===== config.mk =====
export PLATFORM = sky130hd
export DESIGN_NAME = uart_header_rx
export DESIGN_NICKNAME = d
export VERILOG_FILES = /design/src/rtl/uart_header_rx.sv
export SDC_FILE = /design/constraint.sdc
export NUM_CORES = 2
export LEC_CHECK = 0
export CAP_MARGIN = 20
export CORE_ASPECT_RATIO = 1.2
export CORE_MARGIN = 8
export CORE_UTILIZATION = 40
export DETAILED_ROUTE_END_ITERATION = 8
export PLACE_DENSITY = 0.7
export SLEW_MARGIN = 10
export SYNTH_ARGS = -nofsm -noshare
export SYNTH_HDL_FRONTEND = slang
export SYNTH_SLANG_ARGS = --single-unit

===== constraint.sdc =====
create_clock -name eclk -period 3.2 [get_ports eclk]
set_input_delay 0.48 -clock eclk [delete_from_list [all_inputs] [get_ports eclk]]
set_output_delay 0.48 -clock eclk [all_outputs]
set_load 0.01 [all_outputs]

===== src/rtl/uart_header_rx.sv =====
// rtl/uart_header_rx.sv - 8N1 UART receiver assembling 60 bytes into a 480-bit header
// Optional idle timeout on partial headers: define UART_HDR_TIMEOUT_EN.
module uart_header_rx #(
  parameter int CLKS_PER_BIT = 868,
  parameter int TIMEOUT_CLKS = 10000000
) (
  input  logic         eclk,
  input  logic         rstb,
  input  logic         uart_rxd,
  output logic         uart_done,
  output logic [479:0] uart_rdata,
  output logic         rx_busy,
  output logic         frame_err,
  output logic         hdr_abort
);

  localparam int TW = $clog2(CLKS_PER_BIT);
  localparam logic [TW-1:0] T_HALF = TW'(CLKS_PER_BIT / 2 - 1);
  localparam logic [TW-1:0] T_LAST = TW'(CLKS_PER_BIT - 1);

  if (CLKS_PER_BIT < 4) begin : g_bad_cpb
    $error("CLKS_PER_BIT must be at least 4");
  end
  if (TIMEOUT_CLKS < 2) begin : g_bad_timeout
    $error("TIMEOUT_CLKS must be at least 2");
  end

  typedef enum logic [1:0] {
    S_IDLE  = 2'd0,
    S_START = 2'd1,
    S_DATA  = 2'd2,
    S_STOP  = 2'd3
  } state_t;

  logic           rxd_meta_q, rxd_s_q;
  state_t         state_q, state_d;
  logic [TW-1:0]  timer_q, timer_d;
  logic [2:0]     bit_q, bit_d;
  logic [7:0]     byte_q, byte_d;
  logic [471:0]   shift_q, shift_d;
  logic [5:0]     cnt_q, cnt_d;
  logic [479:0]   rdata_q, rdata_d;
  logic           done_q, done_d;
  logic           ferr_q, ferr_d;
  logic           busy_q;
  logic           byte_ok;

`ifdef UART_HDR_TIMEOUT_EN
  localparam int TOW = $clog2(TIMEOUT_CLKS);
  localparam logic [TOW-1:0] TO_LAST = TOW'(TIMEOUT_CLKS - 1);
  logic [TOW-1:0] idle_q, idle_d;
  logic           abort_q, abort_d;
`endif

  // Two-flop synchronizer; idles high so reset does not look like a start bit.
  always_ff @(posedge eclk) begin
    if (!rstb) begin
      rxd_meta_q <= 1'b1;
      rxd_s_q    <= 1'b1;
    end else begin
      rxd_meta_q <= uart_rxd;
      rxd_s_q    <= rxd_meta_q;
    end
  end

  always_comb begin
    state_d = state_q;
    timer_d = timer_q;
    bit_d   = bit_q;
    byte_d  = byte_q;
    shift_d = shift_q;
    cnt_d   = cnt_q;
    rdata_d = rdata_q;
    done_d  = 1'b0;
    ferr_d  = 1'b0;
    byte_ok = 1'b0;

    case (state_q)
      S_IDLE: begin
        timer_d = '0;
        if (!rxd_s_q) state_d = S_START;
      end
      S_START: begin
        if (timer_q == T_HALF) begin
          timer_d = '0;
          bit_d   = 3'd0;
          state_d = rxd_s_q ? S_IDLE : S_DATA;
        end else begin
          timer_d = timer_q + 1'b1;
        end
      end
      S_DATA: begin
        if (timer_q == T_LAST) begin
          timer_d        = '0;
          byte_d[bit_q]  = rxd_s_q;
          if (bit_q == 3'd7) state_d = S_STOP;
          else               bit_d   = bit_q + 1'b1;
        end else begin
          timer_d = timer_q + 1'b1;
        end
      end
      S_STOP: begin
        // Return to IDLE at mid stop bit so a back-to-back start edge is not missed.
        if (timer_q == T_LAST) begin
          timer_d = '0;
          state_d = S_IDLE;
          if (rxd_s_q) byte_ok = 1'b1;
          else         ferr_d  = 1'b1;
        end else begin
          timer_d = timer_q + 1'b1;
        end
      end
      default: begin
        state_d = S_IDLE;
        timer_d = '0;
      end
    endcase

    if (byte_ok) begin
      if (cnt_q == 6'd59) begin
        rdata_d = {shift_q, byte_q};
        shift_d = '0;
        cnt_d   = 6'd0;
        done_d  = 1'b1;
      end else begin
        shift_d = {shift_q[463:0], byte_q};
        cnt_d   = cnt_q + 1'b1;
      end
    end

`ifdef UART_HDR_TIMEOUT_EN
    idle_d  = idle_q;
    abort_d = 1'b0;
    if (state_q != S_IDLE || cnt_q == 6'd0) begin
      idle_d = '0;
    end else if (!rxd_s_q) begin
      idle_d = '0;
    end else if (idle_q == TO_LAST) begin
      idle_d  = '0;
      cnt_d   = 6'd0;
      shift_d = '0;
      abort_d = 1'b1;
    end else begin
      idle_d = idle_q + 1'b1;
    end
`endif
  end

  always_ff @(posedge eclk) begin
    if (!rstb) begin
      state_q <= S_IDLE;
      timer_q <= '0;
      bit_q   <= 3'd0;
      byte_q  <= 8'd0;
      shift_q <= '0;
      cnt_q   <= 6'd0;
      rdata_q <= '0;
      done_q  <= 1'b0;
      ferr_q  <= 1'b0;
      busy_q  <= 1'b0;
    end else begin
      state_q <= state_d;
      timer_q <= timer_d;
      bit_q   <= bit_d;
      byte_q  <= byte_d;
      shift_q <= shift_d;
      cnt_q   <= cnt_d;
      rdata_q <= rdata_d;
      done_q  <= done_d;
      ferr_q  <= ferr_d;
      busy_q  <= (state_d != S_IDLE);
    end
  end

`ifdef UART_HDR_TIMEOUT_EN
  always_ff @(posedge eclk) begin
    if (!rstb) begin
      idle_q  <= '0;
      abort_q <= 1'b0;
    end else begin
      idle_q  <= idle_d;
      abort_q <= abort_d;
    end
  end
  assign hdr_abort = abort_q;
`else
  assign hdr_abort = 1'b0;
`endif

  assign uart_done  = done_q;
  assign uart_rdata = rdata_q;
  assign rx_busy    = busy_q;
  assign frame_err  = ferr_q;

endmodule


==> impl_metrics.prom <==
# TYPE chip_impl_metric gauge
chip_impl_metric{name="design.core.area",unit="um2"} 90500
chip_impl_metric{name="finish.net_count",unit=""} 4684
chip_impl_info{name="grt_setup_unrepaired",value="no"} 1
chip_impl_info{name="post-synth-top-count-cell",value="dfxtp_1"} 1
chip_impl_metric{name="max_cap_viol_count",unit=""} 0
chip_impl_info{name="cts-root-buf",value="clkbuf_16"} 1
chip_impl_metric{name="finalWirelength",unit="um"} 119000
chip_impl_metric{name="tritoncts_num_sinks",unit=""} 986
chip_impl_metric{name="layout-drive-gt1-share",unit=""} 0.0586
chip_impl_metric{name="core.rowCount",unit=""} 121
chip_impl_metric{name="first_global_vias",unit=""} 31300
chip_impl_metric{name="initial_utilization",unit=""} 0.402
chip_impl_metric{name="place.detailed.hpwl",unit="um"} 74900
chip_impl_metric{name="overall_overflow_remaining_after_global_route",unit=""} 0
chip_impl_info{name="ys_dominant_reg_cell",value="dfxtp_1"} 1
chip_impl_metric{name="die_area",unit="um2"} 101000
chip_impl_info{name="synth_common_cells",value="dfxtp_1, nand2_1, a21oi_1, nand4_1, o21ai_0"} 1
chip_impl_metric{name="portBuffers",unit=""} 485
chip_impl_metric{name="slew_headroom",unit=""} 0.256
chip_impl_metric{name="timing.critical_path.required",unit="ns"} 3.72
chip_impl_info{name="yosysTopAreaCell",value="dfxtp_1"} 1
chip_impl_metric{name="die_width",unit="um"} 291
chip_impl_metric{name="finalMaxSlewViolations",unit=""} 0
chip_impl_metric{name="finalWorstPathRequiredPeriod",unit="ns"} 2.76
chip_impl_metric{name="dieHeight",unit="um"} 347
chip_impl_metric{name="synthesis.instances",unit=""} 4460
chip_impl_metric{name="grt_first_pass_wirelength",unit="um"} 185000
chip_impl_metric{name="drt-initial-drc-count",unit=""} 3041
chip_impl_metric{name="synth_top_cell_area_share",unit=""} 0.542
chip_impl_metric{name="flow.area_growth_from_synthesis",unit="%"} 24.9
chip_impl_metric{name="mapped_area",unit="um2"} 36400
chip_impl_metric{name="cp_data_arrival_time",unit="ns"} 3.27
chip_impl_metric{name="ctsHoldBuffers",unit=""} 0
chip_impl_metric{name="number_of_antenna_violations_at_the_first_check_in_global_routing",unit=""} 0
chip_impl_metric{name="grt_start_max_net_pins",unit=""} 219
chip_impl_metric{name="timing_hold_violations_final",unit=""} 0
chip_impl_metric{name="final_core_utilization",unit=""} 0.502
chip_impl_info{name="yosys-top-cells-area",value="dfxtp_1, a21oi_1, nand2_1"} 1
chip_impl_metric{name="cts.repair_timing.setup_buffer_count",unit=""} 0
chip_impl_info{name="worstPathCellList",value="ha_1 -> and4_1 -> nand4_1 -> buf_4 -> buf_12 -> o21ai_0 -> a21oi_1"} 1
chip_impl_metric{name="cp_max_fo",unit=""} 218
chip_impl_info{name="holdCritPathClass",value="in2reg"} 1
chip_impl_metric{name="async_reset_ff_frac",unit=""} 0
chip_impl_metric{name="floorplan.io_pins",unit=""} 487
chip_impl_metric{name="cts.reportedPaths.clkPinSlew",unit="ns"} 0.06
chip_impl_metric{name="power.static_leakage",unit="nW"} 14.0
chip_impl_info{name="run_status",value="complete, no violations"} 1
chip_impl_metric{name="post-route-drc-count",unit=""} 0
chip_impl_metric{name="cts_max_path_buffers",unit=""} 3
chip_impl_metric{name="synth_fp_nets",unit=""} 4468
chip_impl_metric{name="irDropWorstVdd",unit="mV"} 0.479
chip_impl_metric{name="detailedRoute.firstPassIterationCount",unit=""} 5
chip_impl_metric{name="synth.avg_cell_area",unit="um2"} 8.16
chip_impl_metric{name="post-route-period-util",unit=""} 0.862
chip_impl_metric{name="tritoncts.num_buffers",unit=""} 98
chip_impl_metric{name="synth-edff-count",unit=""} 0
chip_impl_metric{name="tightestPinTransition",unit="ns"} 1.12
chip_impl_metric{name="yosys_register_bits",unit=""} 986
chip_impl_metric{name="routedWlPerCell",unit="um"} 20.1
chip_impl_info{name="cts_tree",value="built"} 1
chip_impl_metric{name="final.fill_count",unit=""} 8487
chip_impl_metric{name="ctsHtreeMaxLevel",unit=""} 3
chip_impl_metric{name="timing.fmax",unit="GHz"} 0.363
chip_impl_metric{name="final_setup_violation_count",unit=""} 0
chip_impl_info{name="slowest_stage",value="o21ai_0"} 1
chip_impl_metric{name="multiInputGateArea",unit="um2"} 14600
chip_impl_metric{name="finalClockSkew",unit="ns"} 0.0238
chip_impl_metric{name="synth-warning-count",unit=""} 0
chip_impl_metric{name="final.setup.tns",unit="ns"} 0
chip_impl_metric{name="synth_cell_types",unit=""} 40
chip_impl_metric{name="cts_resized",unit=""} 0
chip_impl_metric{name="insertedDiodeCount",unit=""} 0
chip_impl_info{name="worst_setup_path_end_kind",value="register"} 1
chip_impl_info{name="worstSetupStartpointType",value="register"} 1
chip_impl_metric{name="synth.yosys.seq_area_share",unit=""} 0.542
chip_impl_metric{name="power.density",unit="nW/um2"} 539
chip_impl_metric{name="largest_stage_delay_on_the_critical_path",unit="ns"} 0.46
chip_impl_metric{name="regArea",unit="um2"} 19700
chip_impl_metric{name="via_count",unit=""} 33500
chip_impl_metric{name="detail-route-antenna-nets",unit=""} 0
chip_impl_info{name="setup.worst_path.class",value="reg2reg"} 1
chip_impl_metric{name="clk-insertion-delay-late",unit="ns"} 0.67
chip_impl_metric{name="place.gp.congestion",unit=""} 0.849
chip_impl_metric{name="vias_per_cell",unit=""} 5.66
chip_impl_metric{name="groute.usage.overall",unit=""} 0.222
==> critical path: cells and delay by family (launching register included) <==
kind,cells,cell delay [ns]
AOI/OAI and AO/OA,2,0.57
buffers and inverters,2,0.44
adders and majority gates,1,0.23
DFF,1,0.39
and+or+nand+nor,2,0.64
==> layout by cell type (no fill, tap or decap), types with 2 or more instances in the layout <==
cell type / n
clkbuf_16: 99
o22ai_1: 3
nand2b_1: 6
bufinv_16: 8
xnor2_1: 4
clkinv_8: 2
clkinvlp_4: 3
xor2_1: 5
nand2_1: 974
a21oi_1: 950
mux2i_1: 16
nand4_1: 481
clkdlybuf4s50_1: 485
nor3b_1: 4
buf_12: 48
and3_1: 2
and4_4: 2
nand3_1: 6
clkbuf_8: 25
ha_1: 5
nor3_1: 3
nor2_1: 24
inv_6: 3
and4_1: 4
clkbuf_1: 26
o21ai_0: 478
buf_4: 66
inv_1: 3
nand4b_1: 3
dfxtp_1: 986
clkinv_2: 15
==> power by group <==
part           total [W]  switching (W)  internal (W)
registers         0.0123     0.00000412        0.0123
logic           0.000294       0.000230     0.0000643
clock network     0.0119        0.00497       0.00695
==> cells by family (layout without fill, tap and decap cells) <==
logic type | Yosys count | after routing | synth area share
AOI/OAI and AO/OA | 1439 | 1439 | 0.199
xor gates and xnor gates | 9 | 9 | 0.00216
adders and majority gates | 5 | 5 | 0.00172
buffers and inverters | 487 | 785 | 0.0577
DFF | 986 | 986 | 0.542
muxes | 16 | 16 | 0.00440
other | 1 | 1 | 0.000103
and+or+nand+nor | 1517 | 1517 | 0.193
==> through the flow <==
step / cell area, um2 / cells / total power, W / setup slack (ns) / hold slack (ns)
3_5_place_dp: 42100 / 5744 / 0.0128 / 0.659 / 0.404
6_report: 45500 / 5926 / 0.0245 / 0.442 / 0.387
5_1_grt: 45500 / 5926 / 0.0252 / 0.458 / 0.364
4_1_cts: 45500 / 5926 / 0.0247 / 0.635 / 0.341
3_3_place_gp: 42100 / 5744 / 0.0128 / 0.747 / 0.394
2_1_floorplan: 36400 / 4460 / 0.0127 / 1.17 / 0.386
==> per-layer routing <==
metal,vias to the layer above,part of all wire,global-route usage
met1,16200,0.43,0.295
met4,0,0.035,0.0853
met3,195,0.064,0.0436
met5,-,0,0
li1,16000,-,-
met2,1085,0.47,0.355
==> area by class of cell <==
class | count | area share
timing repair buffer | 599 | 0.139
tap | 1168 | 0.0321
inverter | 4 | 0.000495
sequential | 986 | 0.434
clock buffer | 150 | 0.0642
clock inverter | 32 | 0.00916
multi-input combinational | 2987 | 0.321
==> flip-flops by register name (all words and copies together) (netlist names) <==
register / cells
uart_rdata: 480
shift_q: 472
timer_q: 10
byte_q: 8
cnt_q: 6
bit_q: 3
state_q: 2
frame_err: 1
rx_busy: 1
rxd_meta_q: 1
rxd_s_q: 1
uart_done: 1
==> worst paths after layout <==
| kind | to | slack, ns | from | cells after the start |
|---|---|---|---|---|
| worst max-delay path | uart_rdata[31] | 0.44 | timer_q[0] | 7 |
| worst min register to register | rxd_s_q | 0.41 | rxd_meta_q | 1 |
| worst min-delay path | rxd_meta_q | 0.39 | uart_rxd | 2 |
| worst max register to register | uart_rdata[31] | 0.44 | timer_q[0] | 7 |
(Power assumes the default switching activity.)
